<file path="src/rtl/serial_adder_ctrl.sv">
// Bit-serial add sequencer that drives an external 1-bit full adder LSB first.
// Optional signed-overflow output ovf is enabled by defining SERIAL_ADDER_OVF_EN.
module serial_adder_ctrl #(
    parameter int WIDTH = 8
) (
    input  logic             clk,
    input  logic             reset,
    input  logic             start,
    input  logic [WIDTH-1:0] op_a,
    input  logic [WIDTH-1:0] op_b,
    input  logic             cin,
    input  logic             fa_sum,
    input  logic             fa_carry,
    output logic             fa_a,
    output logic             fa_b,
    output logic             fa_c,
    output logic             busy,
    output logic             done,
    output logic [WIDTH-1:0] result,
    output logic             cout
`ifdef SERIAL_ADDER_OVF_EN
    ,
    output logic             ovf
`endif
);

    localparam int CW = $clog2(WIDTH) + 1;

    typedef enum logic [1:0] {
        IDLE = 2'd0,
        RUN  = 2'd1,
        DONE = 2'd2
    } state_t;

    state_t           state_q, state_d;
    logic [WIDTH-1:0] a_shift_q, a_shift_d;
    logic [WIDTH-1:0] b_shift_q, b_shift_d;
    logic [WIDTH-1:0] result_q, result_d;
    logic [CW-1:0]    count_q, count_d;
    logic             carry_q, carry_d;
    logic             cout_q, cout_d;
`ifdef SERIAL_ADDER_OVF_EN
    logic             ovf_q, ovf_d;
`endif

    always_ff @(posedge clk or posedge reset) begin
        if (reset) begin
            state_q   <= IDLE;
            a_shift_q <= '0;
            b_shift_q <= '0;
            result_q  <= '0;
            count_q   <= '0;
            carry_q   <= 1'b0;
            cout_q    <= 1'b0;
`ifdef SERIAL_ADDER_OVF_EN
            ovf_q     <= 1'b0;
`endif
        end else begin
            state_q   <= state_d;
            a_shift_q <= a_shift_d;
            b_shift_q <= b_shift_d;
            result_q  <= result_d;
            count_q   <= count_d;
            carry_q   <= carry_d;
            cout_q    <= cout_d;
`ifdef SERIAL_ADDER_OVF_EN
            ovf_q     <= ovf_d;
`endif
        end
    end

    always_comb begin
        state_d   = state_q;
        a_shift_d = a_shift_q;
        b_shift_d = b_shift_q;
        result_d  = result_q;
        count_d   = count_q;
        carry_d   = carry_q;
        cout_d    = cout_q;
`ifdef SERIAL_ADDER_OVF_EN
        ovf_d     = ovf_q;
`endif
        case (state_q)
            IDLE: begin
                if (start) begin
                    a_shift_d = op_a;
                    b_shift_d = op_b;
                    carry_d   = cin;
                    count_d   = '0;
                    result_d  = '0;
                    state_d   = RUN;
                end
            end
            RUN: begin
                result_d  = {fa_sum, result_q[WIDTH-1:1]};
                carry_d   = fa_carry;
                a_shift_d = a_shift_q >> 1;
                b_shift_d = b_shift_q >> 1;
                count_d   = count_q + CW'(1);
                // Final bit: publish carry-out so it is valid alongside done.
                if (count_q == CW'(WIDTH - 1)) begin
                    cout_d  = fa_carry;
`ifdef SERIAL_ADDER_OVF_EN
                    ovf_d   = carry_q ^ fa_carry;
`endif
                    state_d = DONE;
                end
            end
            DONE:    state_d = IDLE;
            default: state_d = IDLE;
        endcase
    end

    assign fa_a   = a_shift_q[0];
    assign fa_b   = b_shift_q[0];
    assign fa_c   = carry_q;
    assign busy   = (state_q == RUN);
    assign done   = (state_q == DONE);
    assign result = result_q;
    assign cout   = cout_q;
`ifdef SERIAL_ADDER_OVF_EN
    assign ovf    = ovf_q;
`endif

endmodule

</file>
<file path="config.mk">
export PLATFORM = sky130hd
export DESIGN_NAME = serial_adder_ctrl
export DESIGN_NICKNAME = d
export VERILOG_FILES = /design/src/rtl/serial_adder_ctrl.sv
export SDC_FILE = /design/constraint.sdc
export NUM_CORES = 1
export LEC_CHECK = 0
export CORE_ASPECT_RATIO = 0.9
export CORE_MARGIN = 2
export CORE_UTILIZATION = 45
export DETAILED_ROUTE_END_ITERATION = 16
export PLACE_DENSITY = 0.73
export SLEW_MARGIN = 20
export SYNTH_ARGS = -nofsm -noshare
export SYNTH_HDL_FRONTEND = slang
export SYNTH_SLANG_ARGS = --single-unit
export TNS_END_PERCENT = 10
</file>
<file path="constraint.sdc">
create_clock -name clk -period 1.85 [get_ports clk]
set_clock_uncertainty 0.05 [all_clocks]
set_input_delay 0.37 -clock clk [delete_from_list [all_inputs] [get_ports clk]]
set_output_delay 0.37 -clock clk [all_outputs]
set_load 0.05 [all_outputs]
</file>
== After elaboration in Yosys (flattened, before gate mapping) ==
Cells that the tools add are included.
Operators by class
  shifts and indexed selects: 0
  reduce and logical (&&, ||, !) cells: 5
  $add $sub $neg: 1
  multiply operators: 0
  mux-type cells: 13
  $lt $le $gt $ge: 0
  equality and inequality tests: 5
  bitwise logic cells: 0
  div/mod/pow operators: 0
Operators by type and width (count)
  $pmux W8 S2: 3
  $mux W8: 3
  $pmux W4 S2: 1
  $reduce_and A2 Y1: 3
  $add A4 B1 Y4 const B: 1
  $eq A4 B3 Y1 const B: 1
  $mux W2: 2
  $mux W4: 1
  $pmux W2 S2: 1
  $eq A2 B1 Y1 const B: 1
  $eq A2 B2 Y1 const B: 1
  $logic_not A2 Y1: 1
  $ne A2 B1 Y1 const B: 1
  $ne A2 B2 Y1 const B: 1
  $pmux W1 S2: 1
  $reduce_bool A2 Y1: 1
  $mux W1: 1
Storage, ports and cells
  output and inout bits: 14
  logic and storage cells: 31
  flip-flop bits (word level): 32
  bits in writable memories: 0
  input bits: 22
  memories: 0
  latch bits: 0
  ROM bits: 0

== Longest topological paths before layout ==
  word-level depth: 3
  mapped depth: 5
  gate-level depth less buffers: 4

== Least setup slack after synthesis ==
Ideal clock, no wire load.
  path kind: reg2out
  start point: register state_q[0]
  end point: output port done
  data required time: 1.430 ns
  cell stages (with the launch flop): 5
  arrival time: 1.455 ns
  buffers on the path: 3
  slack: -0.025 ns
  cells stage by stage: dfrtp_1 -> buf_6 -> buf_6 -> buf_4 -> nor2b_1
Between the ends
  cells in the longest elaborated chain, start to end: 1
RTL lines
  start: declaration: RTL line 35  | state_t state_q, state_d;
  start signal: assignment: RTL line 59  | state_q <= state_d;
  $eq A2 B2 Y1: RTL line 118  | assign done = (state_q == DONE);
  end: declaration: RTL line 18  | output logic done,
No other way between the ends.

== Worst setup path after layout ==
  start point: register state_q[0]
  end point: output port busy
Between the ends
  cells in the longest elaborated chain, start to end: 1
RTL lines
  $eq A2 B1 Y1: RTL line 117  | assign busy = (state_q == RUN);
  end: declaration: RTL line 17  | output logic busy,
No other way between the ends.

==> results.json <==
{
  "outcome": "finished, final reports clean",
  "design.die.area_um2": 3890,
  "worst_pin_slew_ns": 0.396,
  "worstPathMaxFanout": 7,
  "cp-end-kind": "primary output",
  "report.final.hold_viol_count": 0,
  "post_cts_resized": 0,
  "post_synth_edffs": 0,
  "port_buffers": 35,
  "drtAntennaViolNets": 0,
  "gp_congestion": 0.745,
  "totalWireLength_um": 3100,
  "setup_viol": 0,
  "vias": 1169,
  "synthMostInstantiatedCell": "sky130_fd_sc_hd__dfrtp_1",
  "length_of_the_first_detailed_routing_pass_in_iterations": 4,
  "synth.top_cells.by_area": "sky130_fd_sc_hd__dfrtp_1 52%, sky130_fd_sc_hd__and3b_1 8.0%, sky130_fd_sc_hd__a21oi_1 5.9%, sky130_fd_sc_hd__a22o_1 5.7%, sky130_fd_sc_hd__buf_6 5.1%",
  "cellLeakagePower_nw": 0.956,
  "die_w_um": 65.5,
  "most_used_dff_post_synth": "sky130_fd_sc_hd__dfrtp_1",
  "post-route-util_pct": 59.8,
  "cts.repair_timing.setup_buffer_count": 0,
  "fillers": 290,
  "asyncSetResetFlopFracSynth_pct": 100,
  "cts.htree.levels": 2,
  "via_per_inst": 5.20,
  "synth_area_per_cell_um2": 10.9,
  "rsz0062_at_grt": "no",
  "total_power_consumption_of_the_routed_design_mw": 3.51,
  "floorplan.initialDensity_pct": 46.1,
  "worst-endpoint-arrival_ns": 1.28,
  "critical_path_slowest_stage_cell": "sky130_fd_sc_hd__dfrtp_1",
  "ys_seq_area_share_pct": 52.2,
  "numClockSinks": 32,
  "final_layout_size_suffix_gt1_share_pct": 20.4,
  "clkSlewWorstSetupHoldPaths_ns": 0.07,
  "initial_antenna_violation_count": 0,
  "yosysWarnings": 0,
  "leading_area_contributor_after_synthesis": "sky130_fd_sc_hd__dfrtp_1",
  "worstSkewPairLatency_ns": 0.28,
  "powerDensity_nw_per_um2": 1760,
  "syn-cell-area_um2": 1530,
  "max_cap_violations": 0,
  "drcViolationCount": 0,
  "routedWlPerCell_um": 13.8,
  "synth.net_count": 164,
  "timing.reg2reg.worst_path_depth": 4,
  "final_max_slew_viol_count": 0,
  "overflow": 0,
  "hp-class": "primary input to asynchronous set/reset pin",
  "cts-root-buf": "sky130_fd_sc_hd__clkbuf_8",
  "io-pin-count": 36,
  "fmaxAchievable_mhz": 587,
  "cts_hold_buf": 0,
  "kind_of_critical_path": "flip-flop to primary output",
  "tritoncts_clock_tree": "done",
  "critical_path.cell_chain": "nand2b_2 -> inv_1 -> buf_12",
  "combined_area_of_the_multi_input_logic_cells_um2": 622,
  "timing.critical_path.from_type": "flip-flop",
  "grt_max_degree": 33,
  "final.min_clock_period_ns": 1.70,
  "synth.top_cell.area_share_pct": 52.2,
  "num_antenna_cells": 0,
  "detailedPlacementHpwl_um": 2270,
  "syn-instance-count": 141,
  "design.core.area_um2": 3330,
  "grt_pass1_wl_um": 5310,
  "reg2reg_setup_slack_ns": 0.38,
  "fin_crit_sh_pct": 92.2,
  "slowest_delay_ns": 0.55,
  "tritoncts.num_buffers": 5,
  "fin_setup_tns_ns": 0,
  "grt_usage_pct": 18.4,
  "postSynthRegisterBits": 32,
  "buffer_depth_of_the_longest_clock_path": 2,
  "cp.required_ns": 1.43,
  "die_h_um": 59.4,
  "areaGrowthSynthToFinish_pct": 29.8,
  "number_of_global_route_vias_before_repair": 1196,
  "vdd.ir_drop.worst_uv": 826,
  "layout.area.seq_um2": 801,
  "number_of_drc_violations_after_detailed_routing_iteration_0": 85,
  "timing.max_slew.rel_slack_pct": 73.6,
  "synth.top_cells.by_count": "32 x sky130_fd_sc_hd__dfrtp_1, 18 x sky130_fd_sc_hd__a21oi_1, 17 x sky130_fd_sc_hd__nand2_1, 14 x sky130_fd_sc_hd__and3b_1, 10 x sky130_fd_sc_hd__a22o_1",
  "layout.nets": 203,
  "core.rowCount": 20,
  "synth.distinct_cells": 26
}
-- logic make-up after synthesis --
| logic type | Yosys count | share of synthesized area [%] |
|---|---|---|
| fa+ha+maj | 1 | 0.816 |
| mux | 2 | 1.71 |
| simple gates | 43 | 17.7 |
| buf+inv | 13 | 7.42 |
| compound gates | 50 | 20.1 |
| flops | 32 | 52.2 |
-- through the flow --
stage	setup WS, ns	hold slack, ns	area [um2]	instances
floorplan	0.232	0.399	1540	141
global placement	0.164	0.415	1900	217
detailed placement	0.0346	0.425	1900	217
CTS	0.120	0.440	1990	225
global route	0.0612	0.465	1990	225
finish	0.145	0.425	1990	225
-- cell usage in the layout (no fill, tap or decap), types with 2 or more instances in the layout --
cell                              instances
sky130_fd_sc_hd__a21oi_1                 18
sky130_fd_sc_hd__a22o_1                  10
sky130_fd_sc_hd__a22oi_1                  2
sky130_fd_sc_hd__and3b_1                 14
sky130_fd_sc_hd__buf_12                   3
sky130_fd_sc_hd__buf_4                   19
sky130_fd_sc_hd__clkbuf_8                 6
sky130_fd_sc_hd__clkdlybuf4s50_1         21
sky130_fd_sc_hd__clkinv_2                 2
sky130_fd_sc_hd__dfrtp_1                 32
sky130_fd_sc_hd__inv_1                    2
sky130_fd_sc_hd__nand2_1                 17
sky130_fd_sc_hd__nor2b_1                  3
sky130_fd_sc_hd__o21ai_0                  9
sky130_fd_sc_hd__o21ai_1                  9
-- state kept, by name, summed over array words and instances (netlist names) --
register / flops
fa_c: 1
count_q: 4
result: 8
cout: 1
b_shift_q: 8
state_q: 2
a_shift_q: 8
-- layout make-up --
class                           instances  area share [%]
Sequential cell                        32            40.2
Multi-Input combinational cell         96            31.2
Timing Repair Buffer                   43            20.7
Clock buffer                            6            4.15
Tap cell                               44            2.77
Clock inverter                          2           0.503
Inverter                                2           0.377
-- routing by layer --
layer	share of wire, %	GRT usage, %	vias to the layer above	wire [um]
li1	-	-	580	-
met1	45	23.0	565	1400
met2	50	31.2	19	1550
met3	3.9	4.75	5	120
met4	0.94	6.25	0	29
met5	0	0	-	0
-- worst max-delay path, delay by kind of cell (launching register included) --
family / cells / cell delay [ns]
AND/OR/NAND/NOR: 1 / 0.16
buffers and inverters: 2 / 0.30
flip-flops: 1 / 0.55
-- where the power goes --
group          total [mW]  internal (mW)  switching, mW
logic                1.75          0.720           1.03
registers            1.22          0.989          0.228
clock network       0.546          0.296          0.250
total                3.51           2.01           1.51
-- path summary, 6_finish.rpt --
path | start | end
max in group asynchronous | reset | count_q[2]
worst min-delay path | reset | a_shift_q[2]
worst min register to register | a_shift_q[5] | a_shift_q[5]
min in group clk | a_shift_q[5] | a_shift_q[5]
worst max register to register | state_q[0] | a_shift_q[1]
worst max-delay path | state_q[0] | busy
Note: power is estimated with default switching activity, not from simulation.
